## src/rtl/tlb_refill_walker_pkg.sv

```systemverilog
// Shared types and sizing for the TLB refill page-table walker.
// TLB_WALK_L2_EN selects the two-level walk (adds S_L1FETCH).
package tlb_refill_walker_pkg;

    localparam int TLB_ENTRIES = 16;
    localparam int IDX_W       = $clog2(TLB_ENTRIES);
    localparam int PTE_V_BIT   = 0;

    typedef enum logic [2:0] {
        S_IDLE,
`ifdef TLB_WALK_L2_EN
        S_L1FETCH,
`endif
        S_FETCH,
        S_WRITE,
        S_FAULT
    } state_t;

endpackage

```

## src/rtl/tlb_refill_walker_repl.sv

```systemverilog
// Round-robin replacement pointer for TLB refills.
// Wraps naturally at TLB_ENTRIES.
module tlb_repl_ptr
    import tlb_refill_walker_pkg::*;
(
    input  logic             clk,
    input  logic             rst,
    input  logic             inc,
    output logic [IDX_W-1:0] ptr
);

    always_ff @(posedge clk or posedge rst) begin
        if (rst) begin
            ptr <= '0;
        end else if (inc) begin
            ptr <= ptr + 1'b1;
        end
    end

endmodule

```

## src/rtl/tlb_refill_walker.sv

```systemverilog
// Page-table walker that refills one TLB entry per miss.
// Define TLB_WALK_L2_EN for a two-level walk; default is a linear table.
module tlb_refill_walker
    import tlb_refill_walker_pkg::*;
(
    input  logic        clk,
    input  logic        rst,
    input  logic        miss_req_i,
    input  logic [31:0] miss_vaddr_i,
    input  logic [31:0] ptbase_i,
    input  logic        flush_i,
    output logic        mem_req_o,
    output logic [31:0] mem_addr_o,
    input  logic        mem_ack_i,
    input  logic [31:0] mem_rdata_i,
    input  logic        mem_err_i,
    output logic        tlb_we_o,
    output logic [3:0]  tlb_windex_o,
    output logic [19:0] tlb_vpn_o,
    output logic [19:0] tlb_ppn_o,
    output logic        busy_o,
    output logic        done_o,
    output logic        fault_o
);

    state_t           state;
    logic [19:0]      vpn_q;
    logic             abort_q;
    logic [IDX_W-1:0] ptr;
    logic             ptr_inc;
    logic             aborting;
    logic             pte_bad;

    assign ptr_inc  = (state == S_WRITE);
    assign aborting = abort_q | flush_i;
    assign pte_bad  = mem_err_i | ~mem_rdata_i[PTE_V_BIT];

`ifdef TLB_WALK_L2_EN
    logic unused_bits;
    assign unused_bits = ^{ptbase_i[11:0], miss_vaddr_i[11:0],
                           mem_rdata_i[11:1]};
`else
    logic unused_bits;
    assign unused_bits = ^{ptbase_i[21:0], miss_vaddr_i[11:0],
                           mem_rdata_i[11:1]};
`endif

    tlb_repl_ptr u_repl (
        .clk (clk),
        .rst (rst),
        .inc (ptr_inc),
        .ptr (ptr)
    );

    always_ff @(posedge clk or posedge rst) begin
        if (rst) begin
            state        <= S_IDLE;
            vpn_q        <= '0;
            abort_q      <= 1'b0;
            mem_req_o    <= 1'b0;
            mem_addr_o   <= '0;
            tlb_we_o     <= 1'b0;
            tlb_windex_o <= '0;
            tlb_vpn_o    <= '0;
            tlb_ppn_o    <= '0;
            busy_o       <= 1'b0;
            done_o       <= 1'b0;
            fault_o      <= 1'b0;
        end else begin
            tlb_we_o <= 1'b0;
            done_o   <= 1'b0;
            fault_o  <= 1'b0;
            unique case (state)
                S_IDLE: begin
                    if (miss_req_i && !flush_i) begin
                        vpn_q     <= miss_vaddr_i[31:12];
                        mem_req_o <= 1'b1;
                        busy_o    <= 1'b1;
`ifdef TLB_WALK_L2_EN
                        state      <= S_L1FETCH;
                        mem_addr_o <= {ptbase_i[31:12],
                                       miss_vaddr_i[31:22], 2'b00};
`else
                        state      <= S_FETCH;
                        mem_addr_o <= {ptbase_i[31:22],
                                       miss_vaddr_i[31:12], 2'b00};
`endif
                    end
                end
`ifdef TLB_WALK_L2_EN
                S_L1FETCH: begin
                    if (mem_ack_i) begin
                        abort_q <= 1'b0;
                        if (aborting) begin
                            state     <= S_IDLE;
                            mem_req_o <= 1'b0;
                            busy_o    <= 1'b0;
                        end else if (pte_bad) begin
                            state     <= S_FAULT;
                            mem_req_o <= 1'b0;
                            fault_o   <= 1'b1;
                        end else begin
                            // request stays high straight into the leaf fetch
                            state      <= S_FETCH;
                            mem_addr_o <= {mem_rdata_i[31:12],
                                           vpn_q[9:0], 2'b00};
                        end
                    end else if (flush_i) begin
                        abort_q <= 1'b1;
                    end
                end
`endif
                S_FETCH: begin
                    if (mem_ack_i) begin
                        abort_q   <= 1'b0;
                        mem_req_o <= 1'b0;
                        if (aborting) begin
                            state  <= S_IDLE;
                            busy_o <= 1'b0;
                        end else if (pte_bad) begin
                            state   <= S_FAULT;
                            fault_o <= 1'b1;
                        end else begin
                            state        <= S_WRITE;
                            tlb_we_o     <= 1'b1;
                            done_o       <= 1'b1;
                            tlb_windex_o <= ptr;
                            tlb_vpn_o    <= vpn_q;
                            tlb_ppn_o    <= mem_rdata_i[31:12];
                        end
                    end else if (flush_i) begin
                        abort_q <= 1'b1;
                    end
                end
                S_WRITE, S_FAULT: begin
                    state  <= S_IDLE;
                    busy_o <= 1'b0;
                end
                default: begin
                    state     <= S_IDLE;
                    mem_req_o <= 1'b0;
                    busy_o    <= 1'b0;
                end
            endcase
        end
    end

endmodule

```

## config.mk

```make
export PLATFORM = sky130hd
export DESIGN_NAME = tlb_refill_walker
export DESIGN_NICKNAME = d
export VERILOG_FILES = /design/src/rtl/tlb_refill_walker_pkg.sv /design/src/rtl/tlb_refill_walker_repl.sv /design/src/rtl/tlb_refill_walker.sv
export SDC_FILE = /design/constraint.sdc
export NUM_CORES = 1
export LEC_CHECK = 0
export ABC_AREA = 1
export CAP_MARGIN = 20
export CORE_UTILIZATION = 39
export DETAILED_ROUTE_END_ITERATION = 8
export GPL_TIMING_DRIVEN = 0
export MAX_ROUTING_LAYER = met4
export PLACE_DENSITY = 0.81
export SYNTH_ARGS = -nofsm -noshare
export SYNTH_HDL_FRONTEND = slang
export SYNTH_SLANG_ARGS = --single-unit
```

## constraint.sdc

```tcl
create_clock -name clk -period 4.1 [get_ports clk]
set_clock_uncertainty 0.2 [all_clocks]
set_input_delay 0.82 -clock clk [delete_from_list [all_inputs] [get_ports clk]]
set_output_delay 0.82 -clock clk [all_outputs]
set_load 0.05 [all_outputs]
```

==> run_results.csv <==
group,metric,value,unit
yosys,ys.warnings.count,0,
final_layout,antenna_cells,0,
floorplan,fp.dieH,94.7,um
clock_network,post-cts-setup-buffers,0,
floorplan,core,0.00826,mm2
clock_network,htreeDepth,3,
outcome,outcome,"finished clean",
route,wl,8.40,mm
timing,fin_crit,2.61,ns
timing,finalHoldViolations,0,
route,vias,2972,
timing,clock.fmax,383,MHz
critical_path,critPathSlowestCell,"clkdlybuf4s50_1",
route,drc,0,
yosys,syn-instance-count,376,
critical_path,critPathArrivalTime,1.59,ns
yosys,synth_area_per_cell,8.92,um2
grt,grt_pass1_wl,13.9,mm
critical_path,critPathRequiredTime,3.08,ns
yosys,synth.cell_area,0.00335,mm2
critical_path,cp-start-kind,"flip-flop",
yosys,synth_cell_types,20,
critical_path,critPathTopFamily,"buffers and inverters",
yosys,synth_edf_count,0,
timing,slew_headroom,0.645,
grt,antenna_found_initial,0,
route,wl_per_cell,13.2,um
final_layout,drive_gt1_frac,0.0624,
grt,grt_pass1_vias,2950,
clock_network,clockBufferDepth,2,
route,first_pass_iters,4,
yosys,synth_area_leaders,"dfrtp_1, nand2_1, nand3_1",
clock_network,path_clk_slew,0.08,ns
final_layout,finalNetCount,627,
clock_network,cts.sinks,85,
critical_path,slowest_delay,0.85,ns
flow_run,drv_cap,0,
clock_network,cts_resized,0,
critical_path,crit_chain,"clkdlybuf4s50_1",
power,leakagePower,2.57,nW
place,gp_congestion,0.871,
yosys,async_flop_share,1.00,
place,dp_hpwl,6.23,mm
clock_network,cts_tree,"done",
timing,min_period_over_period,0.637,
timing,setup_viol,0,
floorplan,die_x,94.7,um
timing,setup_tns,0,ns
yosys,yosysTopAreaCell,"dfrtp_1",
yosys,yosysSeqAreaShare,0.634,
clock_network,clk_latency,0.34,ns
timing,rsz0062_at_grt,"false",
place,port_buffers,135,
clock_network,cts.hold.buffers_added,0,
floorplan,dieArea,0.00897,mm2
yosys,synth.top_cells.by_count,"nand2_1, dfrtp_1, nand3_1",
final_layout,area_growth_syn_to_layout,51.5,%
floorplan,start_util,0.406,
route,drtAntennaViolNets,0,
timing,tightest_slew,0.531,ns
route,vias_per_cell,4.69,
clock_network,cts_made_buffers,9,
yosys,synth_most_common_cell,"nand2_1",
route,drtIter0Drc,103,
grt,grt_start_max_net_pins,44,
timing,slew_violations,0,
yosys,synth_ff_type,"dfrtp_1",
critical_path,path_buf_inv,1,
final_layout,final_util,0.615,
final_layout,n_fill_cell,714,
yosys,ys_seq_elements,85,
floorplan,io_pins,183,
clock_network,root_buffer,"clkbuf_8",
floorplan,rows,33,
grt,grt.total_usage,0.208,
critical_path,crit_fanout,3,
power,power_density,891,mW/mm2
critical_path,critPathKind,"reg -> out",
grt,gr-total-overflow,0,
yosys,synth_top_area_frac,0.634,
power,ir_drop,0.000450,V
min_path,hold_class,"reg -> reg",
critical_path,end_kind,"primary output",
## report_power, final
part           switching, mW  internal (mW)  total [mW]
logic                   1.67          0.781        2.45
clock network          0.292          0.346       0.638
registers              0.241           1.20        1.44
total                   2.20           2.32        4.53
## final timing paths
path	end	startpoint	depth (start not counted)	slack (ns)
max	mem_addr_o[21]	mem_addr_o[21]	1	1.49
min	mem_req_o	mem_req_o	2	0.27
max reg2reg	vpn_q[3]	state[1]	5	2.37
min reg2reg	mem_req_o	mem_req_o	2	0.27
max in group asynchronous	tlb_ppn_o[4]	rst	3	2.42
min in group asynchronous	mem_req_o	rst	2	0.67
## metal layers
layer | GRT usage | part of all wire
met5 | - | 0
met1 | 0.257 | 0.43
met2 | 0.341 | 0.49
met3 | 0.0419 | 0.062
met4 | 0.0732 | 0.021
## cell type report
cell class	count	area, um2	area share
flip-flops and latches	85	2130	0.419
repair buffers	136	1370	0.270
multi-input cells	262	1080	0.213
clock buffers	11	131	0.0259
well taps	105	131	0.0259
plain buffers	20	111	0.0219
clock inverters	5	85.1	0.0168
inverters	10	40.0	0.00788
## through the flow
step | total power [mW] | cell area [um2] | hold WS, ns | setup WS, ns | cells
after floorplan | 3.02 | 3360 | 0.242 | 0.887 | 377
after global placement | 3.87 | 4840 | 0.253 | -0.411 | 617
after detailed placement | 3.92 | 4860 | 0.259 | 1.50 | 618
after CTS | 4.57 | 5080 | 0.278 | 1.46 | 634
after global routing | 4.78 | 5080 | 0.298 | 1.44 | 634
final | 4.53 | 5080 | 0.270 | 1.49 | 634
## cell usage in the layout (no fill, tap or decap), types with 5 or more instances in the layout
cell / instances
buf_4: 6
nand2_1: 209
clkbuf_1: 10
inv_1: 8
dfrtp_1: 85
nand3_1: 34
clkdlybuf4s50_1: 135
buf_2: 5
nor2_1: 6
clkbuf_8: 9
## flip-flops by register name (all words and copies together) (netlist names)
signal,count
abort_q,1
busy_o,1
done_o,1
fault_o,1
mem_addr_o,11
mem_req_o,1
state,2
tlb_ppn_o,20
tlb_vpn_o,20
tlb_windex_o,4
u_repl.ptr,4
vpn_q,19
## cells by family after synthesis
logic type / Yosys count / share of synthesized area
other cells: 1 / 0.00112
simple gates: 255 / 0.306
fa+ha+maj: 1 / 0.00373
xor+xnor: 3 / 0.00784
flops: 85 / 0.634
compound gates: 1 / 0.00224
buf+inv: 30 / 0.0444
No activity file was read; power rests on OpenSTA's default activity.
